## src/rtl/stream_mux_pkg.sv

```systemverilog
// Shared constants for the stream multiplexer: mode encodings and the channel-count limit.
package stream_mux_pkg;

  localparam logic MODE_SEL = 1'b0;
  localparam logic MODE_RR  = 1'b1;

  localparam int unsigned MAX_CHANNELS = 16;

endpackage

```

## src/rtl/rr_arbiter.sv

```systemverilog
// Combinational round-robin arbiter: grants the first requester after `i_last`,
// wrapping from CHANNELS-1 to 0.
module rr_arbiter #(
  parameter  int unsigned CHANNELS = 4,
  localparam int unsigned SEL_W    = $clog2(CHANNELS)
) (
  input  logic [CHANNELS-1:0] i_req,
  input  logic [SEL_W-1:0]    i_last,
  output logic                o_grant_valid,
  output logic [SEL_W-1:0]    o_grant
);

  int unsigned w_idx;

  always_comb begin
    o_grant_valid = 1'b0;
    o_grant       = '0;
    w_idx         = 0;
    for (int unsigned k = 1; k <= CHANNELS; k++) begin
      w_idx = (int'(i_last) + k) % CHANNELS;
      if (!o_grant_valid && i_req[w_idx]) begin
        o_grant_valid = 1'b1;
        o_grant       = SEL_W'(w_idx);
      end
    end
  end

endmodule

```

## src/rtl/stream_mux_arb.sv

```systemverilog
// N-channel registered stream mux: direct-select or round-robin grant feeding a
// single output register, with the granted channel index alongside the data.
module stream_mux_arb
  import stream_mux_pkg::*;
#(
  parameter  int unsigned WIDTH    = 4,
  parameter  int unsigned CHANNELS = 4,
  localparam int unsigned SEL_W    = $clog2(CHANNELS)
) (
  input  logic                      clk,
  input  logic                      rst,
  input  logic                      mode,
  input  logic [SEL_W-1:0]          sel,
  input  logic [CHANNELS-1:0]       in_valid,
  input  logic [CHANNELS*WIDTH-1:0] in_data,
  output logic [CHANNELS-1:0]       in_ready,
  output logic                      out_valid,
  output logic [WIDTH-1:0]          out_data,
  output logic [SEL_W-1:0]          out_chan,
  input  logic                      out_ready
);

  logic             r_out_valid;
  logic [WIDTH-1:0] r_out_data;
  logic [SEL_W-1:0] r_out_chan;
  logic [SEL_W-1:0] r_last;

  logic             w_rr_gv;
  logic [SEL_W-1:0] w_rr_grant;
  logic             w_sel_gv;
  logic             w_gv;
  logic [SEL_W-1:0] w_grant;
  logic             w_load_en;
  logic             w_xfer;
  logic [WIDTH-1:0] w_mux_data;

  rr_arbiter #(
    .CHANNELS (CHANNELS)
  ) u_rr_arbiter (
    .i_req         (in_valid),
    .i_last        (r_last),
    .o_grant_valid (w_rr_gv),
    .o_grant       (w_rr_grant)
  );

  // Compare against every legal index so an out-of-range sel simply never matches.
  always_comb begin
    w_sel_gv = 1'b0;
    for (int unsigned i = 0; i < CHANNELS; i++) begin
      if (sel == SEL_W'(i) && in_valid[i]) w_sel_gv = 1'b1;
    end
  end

  assign w_gv      = (mode == MODE_RR) ? w_rr_gv : w_sel_gv;
  assign w_grant   = (mode == MODE_RR) ? w_rr_grant : sel;
  assign w_load_en = !r_out_valid || out_ready;
  assign w_xfer    = w_gv && w_load_en && !rst;

  // Ready is also held low while reset is asserted, not only via out_valid.
  always_comb begin
    in_ready   = '0;
    w_mux_data = '0;
    for (int unsigned i = 0; i < CHANNELS; i++) begin
      if (w_grant == SEL_W'(i)) begin
        in_ready[i] = w_xfer;
        w_mux_data  = in_data[i*WIDTH +: WIDTH];
      end
    end
  end

  always_ff @(posedge clk or posedge rst) begin
    if (rst) begin
      r_out_valid <= 1'b0;
      r_out_data  <= '0;
      r_out_chan  <= '0;
      r_last      <= SEL_W'(CHANNELS - 1);
    end else if (w_xfer) begin
      r_out_valid <= 1'b1;
      r_out_data  <= w_mux_data;
      r_out_chan  <= w_grant;
      if (mode == MODE_RR) r_last <= w_grant;
    end else if (out_ready) begin
      r_out_valid <= 1'b0;
    end
  end

  assign out_valid = r_out_valid;
  assign out_data  = r_out_data;
  assign out_chan  = r_out_chan;

endmodule

```

## config.mk

```make
export PLATFORM = sky130hd
export DESIGN_NAME = stream_mux_arb
export DESIGN_NICKNAME = d
export VERILOG_FILES = /design/src/rtl/stream_mux_pkg.sv /design/src/rtl/rr_arbiter.sv /design/src/rtl/stream_mux_arb.sv
export SDC_FILE = /design/constraint.sdc
export NUM_CORES = 1
export LEC_CHECK = 0
export ABC_AREA = 1
export BUFFER_PORTS_ARGS = -buffer_cell sky130_fd_sc_hd__buf_2
export CAP_MARGIN = 20
export CORE_ASPECT_RATIO = 0.9
export CORE_MARGIN = 5
export CORE_UTILIZATION = 52
export CTS_CLUSTER_DIAMETER = 100
export CTS_CLUSTER_SIZE = 16
export DETAILED_ROUTE_END_ITERATION = 10
export HOLD_SLACK_MARGIN = 0.15
export MAX_ROUTING_LAYER = met4
export PLACE_DENSITY = 0.84
export REMOVE_ABC_BUFFERS = 1
export SYNTH_ARGS = -nofsm -noshare
export SYNTH_HDL_FRONTEND = slang
export SYNTH_HIERARCHICAL = 1
export SYNTH_SLANG_ARGS = --single-unit
```

## constraint.sdc

```tcl
create_clock -name clk -period 5.2 [get_ports clk]
set_clock_uncertainty 0.1 [all_clocks]
set_input_delay 0.26 -clock clk [delete_from_list [all_inputs] [get_ports clk]]
set_output_delay 0.26 -clock clk [all_outputs]
set_load 0.02 [all_outputs]
```

### Word level (Yosys, flattened, before mapping)

Cells that the tools add are included.
W data, S select, Z words.

* add/sub/neg operators: 4
* $mul: 0
* div/mod/pow operators: 0
* magnitude comparators: 4
* eq/ne operators: 6
* shift operators: 0
* muxes and demuxes: 32
* bitwise gates (word level): 0
* reductions and logical operators: 19

Operators by type and width (count)
* $mux W1: 19
* $mux W4: 4
* $lt A2 B3 Y1 const B: 4
* $mux W2: 5
* $logic_and A1 B1 Y1: 9
* $bmux W1 S2: 4
* $eq A2 B2 Y1 const B: 4
* $logic_not A1 Y1: 5
* $add A2 B1 Y2 const B: 2
* $add A2 B2 Y2 const B: 2
* $eq A2 B1 Y1 const B: 2
* $logic_not A2 Y1: 2
* $reduce_and A2 Y1: 1
* $reduce_bool A2 Y1: 1
* $logic_or A1 B1 Y1: 1

* register bits after elaboration: 9
* bits in latches: 0
* memory bits (writable): 0
* bits in read-only memories: 0
* output and inout port bits: 11
* word-level logic and storage cells: 69
* memories: 0

### Depth between registers and ports, before layout

* word-level depth: 19
* mapped depth: 16
* depth with buffers taken out: 15

### Hierarchy

Netlist, hierarchy kept.

Modules (own cells, without submodules)
* stream_mux_arb: instances 1, cells an instance 99, area an instance 660.6 µm²
* rr_arbiter: instances 1, cells an instance 49, area an instance 290.3 µm²

### Worst setup path before layout

OpenSTA, ideal clock, no wires.

* kind: reg-to-output
* start point: register r_last[0]
* end point: output in_ready[0]
* arrival: 1919 ps
* data required time: 4840 ps
* slack: 2921 ps
* cell stages (with the launch flop): 15
* path buffers: 2
* cells stage by stage: dfstp_2 > buf_6 > nand2_1 > nand2_4 > nand2_4 > nand2_4 > nor2_4 > nand4_1 > nor2_2 > nor2_2 > nand2_2 > nand2_4 > inv_4 > buf_12 > nor2_1

* cells in the longest elaborated chain, start to end: 17
* elaborated cells between the ends (all ways): 32
* classes of those cells: add/sub (4); mux (19); reduce/logical (9)

Ends and longest elaborated chain
* start, declared: RTL line stream_mux_arb.sv:26 `logic [SEL_W-1:0] r_last;`
* start signal, assigned: RTL line stream_mux_arb.sv:76 `r_last <= SEL_W'(CHANNELS - 1);`
* start signal, assigned: RTL line stream_mux_arb.sv:81 `if (mode == MODE_RR) r_last <= w_grant;`
* $add A2 B1 Y2: RTL line rr_arbiter.sv:20 `w_idx = (int'(i_last) + k) % CHANNELS;`
* $bmux W1 S2: RTL line rr_arbiter.sv:21 `if (!o_grant_valid && i_req[w_idx]) begin`
* $mux W1 (implied by the code): RTL line rr_arbiter.sv:21
* $mux W1: RTL line rr_arbiter.sv:21
* $logic_not A1 Y1: RTL line rr_arbiter.sv:21
* $logic_and A1 B1 Y1: RTL line rr_arbiter.sv:21
* $mux W1: RTL line rr_arbiter.sv:21
* $logic_not A1 Y1: RTL line rr_arbiter.sv:21
* $logic_and A1 B1 Y1: RTL line rr_arbiter.sv:21
* $mux W1: RTL line rr_arbiter.sv:21
* $logic_not A1 Y1: RTL line rr_arbiter.sv:21
* $logic_and A1 B1 Y1: RTL line rr_arbiter.sv:21
* $mux W1 (*): RTL line rr_arbiter.sv:21
* via w_rr_gv: RTL line stream_mux_arb.sv:28 `logic w_rr_gv;`
* $mux W1 (*): RTL line stream_mux_arb.sv:54 `assign w_gv = (mode == MODE_RR) ? w_rr_gv : w_sel_gv;`
* $logic_and A1 B1 Y1 (*) (2 in a row): RTL line stream_mux_arb.sv:57 `assign w_xfer = w_gv && w_load_en && !rst;`
* $mux W1 (*): RTL line stream_mux_arb.sv:64 `if (w_grant == SEL_W'(i)) begin`
* end, declared: RTL line stream_mux_arb.sv:16 `output logic [CHANNELS-1:0] in_ready,`

The timed path passes the listed nets; every way through them passes the cells marked *. The select of a mux whose other input is x is not followed.

### Final worst setup path

* start point: register r_last[0]
* end point: output in_ready[3]

* elaborated cells between the ends (all ways): 32
* classes of those cells: add/sub (4); eq/ne (1); mux (19); reduce/logical (8)

RTL lines
* $add A2 B1 Y2: RTL line rr_arbiter.sv:20
* $bmux W1 S2: RTL line rr_arbiter.sv:21
* $mux W1 (implied by the code): RTL line rr_arbiter.sv:21
* $mux W1: RTL line rr_arbiter.sv:21
* $logic_not A1 Y1: RTL line rr_arbiter.sv:21
* $logic_and A1 B1 Y1: RTL line rr_arbiter.sv:21
* $mux W1: RTL line rr_arbiter.sv:21
* $logic_not A1 Y1: RTL line rr_arbiter.sv:21
* $logic_and A1 B1 Y1: RTL line rr_arbiter.sv:21
* $mux W1: RTL line rr_arbiter.sv:21
* $logic_not A1 Y1: RTL line rr_arbiter.sv:21
* $logic_and A1 B1 Y1: RTL line rr_arbiter.sv:21
* $mux W2 (*): RTL line rr_arbiter.sv:21
* via w_rr_grant[0]: RTL line stream_mux_arb.sv:29 `logic [SEL_W-1:0] w_rr_grant;`
* $mux W2 (*): RTL line stream_mux_arb.sv:55 `assign w_grant = (mode == MODE_RR) ? w_rr_grant : sel;`
* $eq A2 B2 Y1 (*): RTL line stream_mux_arb.sv:64
* $mux W1 (*): RTL line stream_mux_arb.sv:64

Marks and branches as above.

==> impl_metrics.yaml <==
drt:
  vias: 1058
  postRouteAntennaNets: 0
  vias_per_cell: 5.01
  dr.pass1.iters: 4
  drt-total-wl_um: 2250
  drt_iter0_markers: 38
  wl_per_cell_um: 10.6
  drc: 0
sta:
  slew_viol_final: 0
  setup_viol: 0
  hold_viol: 0
  min_period_over_period: 0.547
  finalCriticalPeriod_ns: 2.85
  finalSetupTns_ns: 0
  rsz0062_at_grt: "false"
  worst_pin_slew_ns: 0.357
  max_freq_ghz: 0.351
  slew_headroom: 0.762
floorplan:
  die_area_mm2: 0.00279
  fp.coreArea_mm2: 0.00170
  fp.dieW_um: 55.1
  fp.dieH_um: 50.6
  ios: 37
  core.rowCount: 14
  start_util: 0.560
run:
  maxCapViolCount: 0
power_and_ir_drop:
  leakagePower_nw: 0.666
  sw_frac_of_total: 0.553
  power_frac_comb: 0.694
  p_seq_frac: 0.221
  peakVddDrop_v: 0.000325
  powerDensity_mw_per_mm2: 555
  clkPwrFrac: 0.085
  p_int_mw: 0.289
  p_sw_mw: 0.358
grt:
  grt_antenna_before_repair: 0
  track_usage: 0.180
  grt_max_degree: 12
  grt_pass1_wl_um: 3830
  grt_pass1_vias: 921
  overflow: 0
clock_network:
  clkSlewWorstSetupHoldPaths_ns: 0.06
  cts_tree: "done"
  clock_latency_ns: 0.26
  cts_setup_buffers: 0
  cts-root-buf: "clkbuf_4"
  cts-resized-gates: 0
  cts_sinks: 9
  cts_buffers: 3
  ctsLongestPathBuffers: 2
  hold_buffers: 1
  htreeDepth: 1
hold_path:
  hold_class: "in2reg"
worst_setup_path:
  crit_fanout: 11
  arrival_ns: 2.49
  path_class: "reg2out"
  worstSetupStartpointType: "flip-flop"
  worstPathRequired_ns: 4.84
  endpoint_kind: "output port"
synth:
  synth_top_area_cell: "nand2_1"
  yosys.cell_types.count: 21
  ys_seq_elements: 9
  synth-main-ff-cell: "dfrtp_1"
  synth_edf_count: 0
  syn_avg_cell_area_um2: 6.43
  yosys_warnings: 6
  synth_top_cells_by_count: "nand2_1, nand3_1, nand2_2, inv_1, dfrtp_1"
  syn_inst: 148
  ys_seq_area_frac: 0.239
  synth_top_area_share: 0.201
  yosysMostFrequentCell: "nand2_1"
  syn_area_um2: 951
  async_flop_share: 1.00
  synthTopCellsByArea: "nand2_1, dfrtp_1, nand3_1"
final_layout:
  insertedDiodeCount: 0
  area_growth_pct: 22.6
  nets: 214
  finalNonFillerCells: 211
  drive_gt1_frac: 0.401
placement:
  routabilityCongestion: 0.876
  io_buffers: 36
  placed_cells: 206
  dp_hpwl_um: 1870
outcome:
  status: "finished, final reports clean"
path summary, 6_finish.rpt:
| path | start | end | slack [ns] | cells past startpoint |
|---|---|---|---|---|
| setup / recovery | r_last[0] | in_ready[3] | 2.35 | 15 |
| min in group asynchronous | rst | out_chan[0] | 0.40 | 3 |
| max in group asynchronous | rst | r_last[1] | 4.29 | 3 |
| hold reg to reg | out_chan[0] | out_chan[0] | 0.39 | 2 |
| setup reg to reg | r_last[0] | out_data[1] | 2.88 | 15 |
| hold / removal | out_ready | out_valid | 0.17 | 4 |
stage by stage:
step | power (mW) | area (um^2) | utilization | setup WS, ns | hold WS, ns
6_report | 0.647 | 1170 | 0.686 | 2.35 | 0.171
5_1_grt | 0.706 | 1170 | 0.686 | 2.19 | 0.185
4_1_cts | 0.648 | 1170 | 0.686 | 2.37 | 0.165
3_5_place_dp | 0.590 | 1130 | 0.665 | 2.66 | 0.142
3_3_place_gp | 0.580 | 1130 | 0.665 | 2.76 | 0.130
2_1_floorplan | 0.488 | 920 | - | 2.95 | -0.00532
power by group through the flow:
stage	sequential [mW]	combinational, mW	clock (mW)
CTS	0.142	0.450	0.0559
finish	0.143	0.449	0.0551
global route	0.149	0.499	0.0584
global placement	0.141	0.439	0
detailed placement	0.142	0.447	0
floorplan	0.167	0.322	0
layout by cell type, fill, tap and decap left out:
cell type	netlist	layout
nand2_2	17	17
inv_1	12	12
clkbuf_4	0	3
nor2_2	5	5
clkbuf_1	0	1
o21ai_0	6	6
nor2_1	3	3
nand2_4	6	6
nand2_1	51	51
dfstp_2	2	2
inv_2	2	2
nor2_4	1	1
inv_4	1	1
buf_2	0	36
nand3_1	23	23
o21a_1	1	1
nand3_2	1	1
nand4_1	4	4
a21oi_1	2	2
nand3b_1	1	1
inv_6	1	1
dlygate4sd3_1	0	1
dfrtp_1	7	7
layer usage:
metal / vias to the layer above / track usage / part of all wire
met2: 45 / 0.278 / 0.46
met4: 0 / 0.0121 / 0
met3: 0 / 0.0266 / 0.073
li1: 553 / - / -
met5: - / - / 0
met1: 460 / 0.257 / 0.46
flip-flops by register name, indices dropped and copies added, names as in the netlist:
register / count
out_chan: 2
out_data: 4
out_valid: 1
r_last: 2
cell families after synthesis:
group / synth area share
AOI/OAI and AO/OA: 0.0500
buffers and inverters: 0.104
DFF: 0.239
and+or+nand+nor: 0.607
critical path, stage by stage (launching register included):
cell      delay, ns
dfstp_2        0.67
inv_6          0.08
nand2_2        0.07
nand2_1        0.07
nand2_1        0.10
nand2_2        0.07
nor2_4         0.13
nand3b_1       0.10
nand3_1        0.13
inv_1          0.05
nand2_1        0.07
nand2_2        0.13
nor2_2         0.23
inv_1          0.07
nor2_2         0.10
buf_2          0.16
area by class of cell:
type,count,area (um^2)
multi-input cells,121,624
fillers,156,533
flip-flops and latches,9,228
repair buffers,37,190
inverters,16,67.6
well taps,24,30.0
clock buffers,4,26.3
Power figures use the tool's default switching activity.
